`src/rtl/goertzel_tone_gen.sv`:
```
// -----------------------------------------------------------------------------
// goertzel_tone_gen
//
// Digital-resonator tone generator. Produces a bursted sinusoid using the
// second-order recursion y[n] = COEFF*y[n-1] - y[n-2], with COEFF holding
// 2*cos(w) in a signed fixed-point format with COEFF_BITS fractional bits.
// It is the transmit-side counterpart of the Goertzel receive filter and
// shares its coefficient format, so a loopback test can use one COEFF value.
//
// Parameters
//   COEFF       signed 2*cos(w) scaled by 2^COEFF_BITS
//   COEFF_BITS  fractional bits of COEFF
//   INIT        signed seed A*sin(w); also the first emitted sample
//   SAMPLE_DIV  clock cycles per output sample (>= 3)
//   BURST_LEN   samples per burst; 0 = run until stop
//
// Ports
//   clk           clock
//   rst           asynchronous active-high reset
//   start         begin a burst (only sampled in IDLE)
//   stop          abort the burst (any state, highest priority)
//   data_o        16-bit signed sample, held between strobes
//   valid_o       one-cycle strobe per new sample
//   done_o        one-cycle pulse on the final sample of a finite burst
//   busy_o        high while the generator is not IDLE
//   sample_cnt_o  samples emitted in the current or most recent burst
//
// Build option
//   GOERTZEL_TONE_SAT_EN  when defined, the 16-bit output saturates to
//                         [-32768, 32767]; otherwise it wraps (low 16 bits).
//                         The internal 32-bit recursion never saturates.
// -----------------------------------------------------------------------------
module goertzel_tone_gen #(
   parameter int          COEFF      = 16384,
   parameter int          COEFF_BITS = 14,
   parameter int          INIT       = 1000,
   parameter int          SAMPLE_DIV = 4,
   parameter int unsigned BURST_LEN  = 8
) (
   input  logic               clk,
   input  logic               rst,
   input  logic               start,
   input  logic               stop,
   output logic signed [15:0] data_o,
   output logic               valid_o,
   output logic               done_o,
   output logic               busy_o,
   output logic [31:0]        sample_cnt_o
);

   typedef enum logic [1:0] {
      S_IDLE   = 2'd0,
      S_MULT   = 2'd1,
      S_UPDATE = 2'd2,
      S_WAIT   = 2'd3
   } state_t;

   // Coefficient widened once so the product is an exact 64-bit signed multiply.
   localparam logic signed [63:0] COEFF_EXT = 64'(COEFF);
   // WAIT lasts SAMPLE_DIV-2 cycles; the divider counts 0 .. SAMPLE_DIV-3.
   localparam logic [31:0]        DIV_LAST  = 32'(SAMPLE_DIV - 3);

   state_t             r_state;
   logic signed [31:0] r_y1;
   logic signed [31:0] r_y2;
   logic signed [31:0] r_prod;
   logic [31:0]        r_div;
   logic [31:0]        r_cnt;
   logic signed [15:0] r_data;
   logic               r_valid;
   logic               r_done;
   logic               r_busy;

   logic signed [63:0] w_y1_ext;
   logic signed [63:0] w_prod_full;
   logic signed [63:0] w_prod_shift;
   logic signed [31:0] w_new;
   logic signed [15:0] w_out16;
   logic [31:0]        w_cnt_inc;
   logic               w_last;
   logic               w_unused_hi;

   // Floor-scaled product: arithmetic shift of the full product, low 32 bits kept.
   assign w_y1_ext     = {{32{r_y1[31]}}, r_y1};
   assign w_prod_full  = w_y1_ext * COEFF_EXT;
   assign w_prod_shift = w_prod_full >>> COEFF_BITS;
   assign w_unused_hi  = &{1'b0, w_prod_shift[63:32]};

   // Recursion step, 32-bit wrapping.
   assign w_new     = r_prod - r_y2;
   assign w_cnt_inc = r_cnt + 32'd1;
   assign w_last    = (BURST_LEN != 32'd0) && (w_cnt_inc == BURST_LEN);

`ifdef GOERTZEL_TONE_SAT_EN
   always_comb begin
      w_out16 = w_new[15:0];
      if (w_new > 32'sd32767) begin
         w_out16 = 16'sh7FFF;
      end else if (w_new < -32'sd32768) begin
         w_out16 = 16'sh8000;
      end
   end
`else
   assign w_out16 = w_new[15:0];
`endif

   always_ff @(posedge clk or posedge rst) begin
      if (rst) begin
         r_state <= S_IDLE;
         r_y1    <= '0;
         r_y2    <= '0;
         r_prod  <= '0;
         r_div   <= '0;
         r_cnt   <= '0;
         r_data  <= '0;
         r_valid <= 1'b0;
         r_done  <= 1'b0;
         r_busy  <= 1'b0;
      end else begin
         r_valid <= 1'b0;
         r_done  <= 1'b0;
         case (r_state)
            S_IDLE: begin
               if (start && !stop) begin
                  // Seeding y1=0, y2=-INIT makes the first update emit INIT.
                  r_state <= S_MULT;
                  r_busy  <= 1'b1;
                  r_y1    <= '0;
                  r_y2    <= -32'(INIT);
                  r_cnt   <= '0;
                  r_div   <= '0;
               end
            end
            S_MULT: begin
               if (stop) begin
                  r_state <= S_IDLE;
                  r_busy  <= 1'b0;
               end else begin
                  r_prod  <= w_prod_shift[31:0];
                  r_state <= S_UPDATE;
               end
            end
            S_UPDATE: begin
               if (stop) begin
                  r_state <= S_IDLE;
                  r_busy  <= 1'b0;
               end else begin
                  r_y1    <= w_new;
                  r_y2    <= r_y1;
                  r_data  <= w_out16;
                  r_valid <= 1'b1;
                  r_cnt   <= w_cnt_inc;
                  r_div   <= '0;
                  if (w_last) begin
                     r_state <= S_IDLE;
                     r_busy  <= 1'b0;
                     r_done  <= 1'b1;
                  end else begin
                     r_state <= S_WAIT;
                  end
               end
            end
            S_WAIT: begin
               if (stop) begin
                  r_state <= S_IDLE;
                  r_busy  <= 1'b0;
               end else if (r_div == DIV_LAST) begin
                  r_state <= S_MULT;
               end else begin
                  r_div <= r_div + 32'd1;
               end
            end
            default: begin
               r_state <= S_IDLE;
               r_busy  <= 1'b0;
            end
         endcase
      end
   end

   assign data_o       = r_data;
   assign valid_o      = r_valid;
   assign done_o       = r_done;
   assign busy_o       = r_busy;
   assign sample_cnt_o = r_cnt;

endmodule

```
`config.mk`:
```
export PLATFORM = sky130hd
export DESIGN_NAME = goertzel_tone_gen
export DESIGN_NICKNAME = d
export VERILOG_FILES = /design/src/rtl/goertzel_tone_gen.sv
export SDC_FILE = /design/constraint.sdc
export NUM_CORES = 1
export LEC_CHECK = 0
export BUFFER_PORTS_ARGS = -buffer_cell sky130_fd_sc_hd__buf_2
export CAP_MARGIN = 20
export CORE_UTILIZATION = 50
export CTS_CLUSTER_SIZE = 14
export DETAILED_ROUTE_END_ITERATION = 8
export GPL_TIMING_DRIVEN = 0
export PLACE_DENSITY = 0.68
export SLEW_MARGIN = 20
export SYNTH_ARGS = -nofsm -noshare
export SYNTH_HDL_FRONTEND = slang
export SYNTH_SLANG_ARGS = --single-unit
```
`constraint.sdc`:
```
create_clock -name clk -period 8.4 [get_ports clk]
set_input_delay 2.1 -clock clk [delete_from_list [all_inputs] [get_ports clk]]
set_output_delay 2.1 -clock clk [all_outputs]
set_load 0.01 [all_outputs]
```
### After elaboration in Yosys (flattened, before gate mapping)

Cells that the tools add are included.

| word-level totals | value |
|---|---|
| register bits | 181 |
| input port bits | 4 |
| output and inout port bits | 51 |
| logic and storage cells | 67 |

| cells by class | value |
|---|---|
| add/subtract/negate cells | 3 |
| equal/unequal tests | 12 |
| muxes and demuxes | 29 |
| bitwise logic cells | 1 |
| reduce and logical (&&, ||, !) cells | 12 |

Operators by type and width:

| cell | count |
|---|---|
| $mux 32 | 8 |
| $pmux 32 s2 | 3 |
| $pmux 32 s3 | 1 |
| $add 32x1->32 const B | 2 |
| $eq 32x1->1 const B | 1 |
| $eq 32x4->1 const B | 1 |
| $sub 32x32->32 | 1 |
| $mux 2 | 6 |
| $mux 1 | 9 |
| $ne 2x2->1 const B | 4 |
| $pmux 2 s4 | 1 |
| $ne 3x3->1 const B | 2 |
| $reduce_and 2->1 | 3 |
| $reduce_and 3->1 | 2 |
| $reduce_and 5->1 | 1 |
| $eq 2x2->1 const B | 2 |
| $pmux 1 s3 | 1 |
| $reduce_bool 3->1 | 1 |
| $eq 2x1->1 const B | 1 |
| $logic_not 2->1 | 1 |
| $ne 2x1->1 const B | 1 |
| $reduce_bool 2->1 | 1 |
| $reduce_or 2->1 | 1 |
| $logic_and 1x1->1 | 1 |
| 2 further kinds | 2 |

### Depth between registers and ports, before layout

| logic depth | value |
|---|---|
| word-level depth | 5 |
| depth in mapped cells | 11 |
| depth with buffers taken out | 11 |

### Worst setup path before layout

Ideal clock, no wire load.

| timing path | value |
|---|---|
| kind | input to register |
| from | in start |
| to | reg r_div[22] |
| library setup time | 132 ps |
| arrival time | 3711 ps |
| data required time | 8268 ps |
| setup slack | 4557 ps |
| cell stages on the path | 6 |
| buffers on the path | 0 |
| cells stage by stage | o21bai_1 > a2111oi_1 > and2_0 > and4_1 > xnor2_1 > nor2_1 |

| on the way | value |
|---|---|
| word-level cells in the longest chain between the ends | 3 |

RTL lines:

| item | line | RTL |
|---|---|---|
| start, declared | 42 | `input logic start,` |
| $logic_and 1x1->1 | 124 | `if (start && !stop) begin` |
| $ne 2x2->1 (no line) | -- |  |
| $reduce_and 5->1 (no line) | -- |  |
| end signal, assigned | 170 | `r_div <= r_div + 32'd1;` |
| end, declared | 67 | `logic [31:0] r_div;` |

No other way between the ends.
A chain may end at the register's enable or synchronous reset.

### Worst setup path in the final report

| timing path | value |
|---|---|
| from | in start |
| to | reg r_div[21] |

Same word-level chain as after synthesis.

==> out/metrics.csv <==
stage,metric,value,unit
run_status,status,completed,
sta,Slew Limit Fails,0,
clock_tree,CTS resizes,0,
sta,TNS Setup,0,ns
worst_setup_path,"slowest stage delay, CP",0.44,ns
global_routing,initial antenna violation count,0,
worst_setup_path,worst path buffer plus inverter count,2,
sta,measured slew at the worst slew-check pin,0.7989,ns
floorplan,die width,121.6,um
worst_setup_path,CP max FO,10,
synthesis,Post-synth ARST share,100.0,%
final_layout,Multi-input gate area,3528,um2
final_layout,layout cell share with drive strength beyond 1,14.06,%
clock_tree,Root Driver,clkbuf_16,
global_routing,gr usage total,25.73,%
global_routing,gr busiest metal,met2,
final_layout,"commonest non-fill, non-tap cell in the layout",dfrtp_1,
floorplan,height of the die,121.6,um
clock_tree,Sink Count,133,
synthesis,synth top area cells,"dfrtp_1, nand2_1, o21ai_0, xor2_1, ha_1",
detailed_routing,DRC viols,0,
placed_design,Port Buffers,54,
min_path,Hold Path Class,reg2reg,
placed_design,RD Place Congestion,0.9319,
global_routing,first-pass GRT wire length,29.53,mm
synthesis,Post-Syn Nets,806,
synthesis,post-synth top area share,46.55,%
synthesis,sequential fraction of the synthesis area,46.55,%
worst_setup_path,Critical-path top delay cell,a21oi_1,
floorplan,die area,14780,um2
worst_setup_path,Worst setup SP type,primary input,
clock_tree,# Post-CTS Setup Buffers,0,
synthesis,"area leader, netlist",dfrtp_1,
synthesis,YS warnings,0,
power,pwr dens,259.3,nW/um2
detailed_routing,Vias,6217,
clock_tree,H-tree depth,4,
power,Power Total,2143,uW
final_layout,nets@finish,881,
synthesis,Yosys reg bits,133,
sta,clock skew,0.006168,ns
power,worst vdd ir,0.0001496,V
global_routing,GR met3 Demand/Resource,5.197,%
global_routing,M1 GR Usage,33.89,%
run,max cap viols,0,
worst_setup_path,CP cell instances,buf_2 -> o21bai_1 -> a21oi_1 -> and4_1 -> buf_1 -> nand4_1 -> xor2_1 -> nor2_1,
global_routing,largest net degree at the start of global routing,87,
sta,crit share post-route,44.42,%
clock_tree,Inserted Clock Buffers,17,
worst_setup_path,cell family with most CP delay,simple AND/OR/NAND/NOR gates,
worst_setup_path,CP arrival,4.01,ns
worst_setup_path,R2R Path Start,sample_cnt_o[0],
worst_setup_path,Worst Path Required,8.68,ns
detailed_routing,DRT Pass-1 Iters,5,
final_layout,"commonest non-fill, non-tap cells in the layout","dfrtp_1, nand2_1, o21ai_0",
floorplan,Rows,43,
sta,fmax,0.2680,GHz
sta,RSZ-0062 raised after global routing,false,
detailed_routing,number of DRC markers in iteration 0,570,
detailed_routing,Routed Antenna Nets,0,
clock_tree,clock slew at reported path FFs,0.05,ns
sta,Hold Fails Final Rpt,0,
synthesis,Cells after Synth,782,
min_path,hold_sp,data_o[0],
final_layout,antenna fix cells,0,
sta,Max transition margin,46.55,%
clock_tree,clk_lat worst skew,0.42,ns
placed_design,placed wire-length estimate,12.48,mm
clock_tree,TritonCTS clock tree,done,
final_layout,FF+latch area,3328,um2
worst_setup_path,CP endpoint kind,register,
power,LEAKAGE,0.003822,uW
detailed_routing,vias per cell,5.932,
global_routing,vias in the first global route,5978,
detailed_routing,drt wl/cell,17.12,um
final_layout,area added between synthesis and finish,15.61,%
floorplan,Starting Density,51.31,%
synthesis,main flop type after synthesis,dfrtp_1,
global_routing,met2 usage,41.73,%
sta,Final min period,3.731,ns
global_routing,grt ovf,0,
clock_tree,CTS hold repair buffers,0,
placed_design,"Cell Area, Placed",7690,um2
worst_setup_path,crit path launch,start,
final_layout,post-route cell area,8265,um2
floorplan,Core ar.,13930,um2
clock_tree,clk buf depth,2,
final_layout,final core occ,59.32,%
synthesis,synthesized area per cell,9.142,um2
worst_setup_path,critical path type,in2reg,
synthesis,Synth cell types,61,
detailed_routing,Post-Route WL,17.94,mm
sta,Final setup viols,0,
synthesis,post-synth design cell area,7149,um2
synthesis,Post-synth EDFFs,0,
floorplan,I/O pin count,55,
final_layout,Fill cells,1212,
==> tightest hold or removal path, cell delays in order (launching register included) <==
cell and delay (ns):
dfrtp_1 0.34, nand2_1 0.04, o21ai_0 0.06
==> cells by family (layout without fill, tap and decap cells) <==
kind of cell             after synthesis  in the layout  share of synthesized area [%]
multiplexers                          17             17                          2.660
flip-flops                           133            133                          46.55
XOR/XNOR                              52             52                          6.370
buffers and inverters                 75            161                          4.165
AND/OR/NAND/NOR                      315            315                          22.07
AO/OA/AOI/OAI                        170            170                          14.58
adder cells (fa/ha/maj)               20             20                          3.605
==> cell type report <==
class	count	area share, %
Buffer	44	2.195
Clock buffer	22	5.737
Clock inverter	8	1.226
Inverter	31	1.499
Multi-Input combinational cell	574	42.69
Sequential cell	133	40.27
Tap cell	180	2.725
Timing Repair Buffer	56	3.663
==> cell usage after synthesis (6+ instances only) <==
master / n
nand3_1: 27
nor3_1: 18
o21ai_0: 69
or3_1: 7
nor4_1: 10
inv_1: 31
and3_1: 10
nand4_1: 27
nand2_1: 109
dfrtp_1: 133
and4_1: 9
xor2_1: 32
clkbuf_1: 32
o31ai_1: 19
o21a_1: 6
ha_1: 19
a21oi_1: 37
xnor2_1: 20
a22o_1: 6
buf_2: 7
mux2_2: 16
nor2_1: 57
==> per-layer routing <==
metal	vias up	wire, um
met5	-	0
met4	0	335
met3	31	934
met2	206	8658
met1	3052	8015
li1	2928	-
==> state kept, by name (all words and copies together), names as in the netlist, 2 cells and up <==
signal	flops
data_o	16
r_div	32
r_prod	16
r_state	2
r_y1	16
r_y2	16
sample_cnt_o	32
==> where the power goes <==
part | leakage (uW) | switching (uW) | internal (uW)
clock network | 0.000274 | 273 | 456
registers | 0.00178 | 72.5 | 755
logic | 0.00177 | 341 | 247
==> per-stage QoR <==
stage	std cells	worst slack [ns]	hold slack [ns]
after detailed placement	1018	4.201	0.4611
after CTS	1048	4.668	0.4729
final	1048	4.669	0.4734
after global placement	1016	1.330	0.4517
after global routing	1048	4.490	0.5076
after floorplan	782	2.746	0.4607
==> path summary, 6_finish.rpt <==
path	endpoint	slack (ns)	cells after the start
worst max-delay path	r_div[21]	4.67	8
worst min-delay path	data_o[0]	0.47	2
worst max register to register	busy_o	5.03	10
worst min register to register	data_o[0]	0.47	2
max in group asynchronous	data_o[0]	6.02	3
min in group asynchronous	r_div[21]	1.67	2
(Power assumes the default switching activity.)
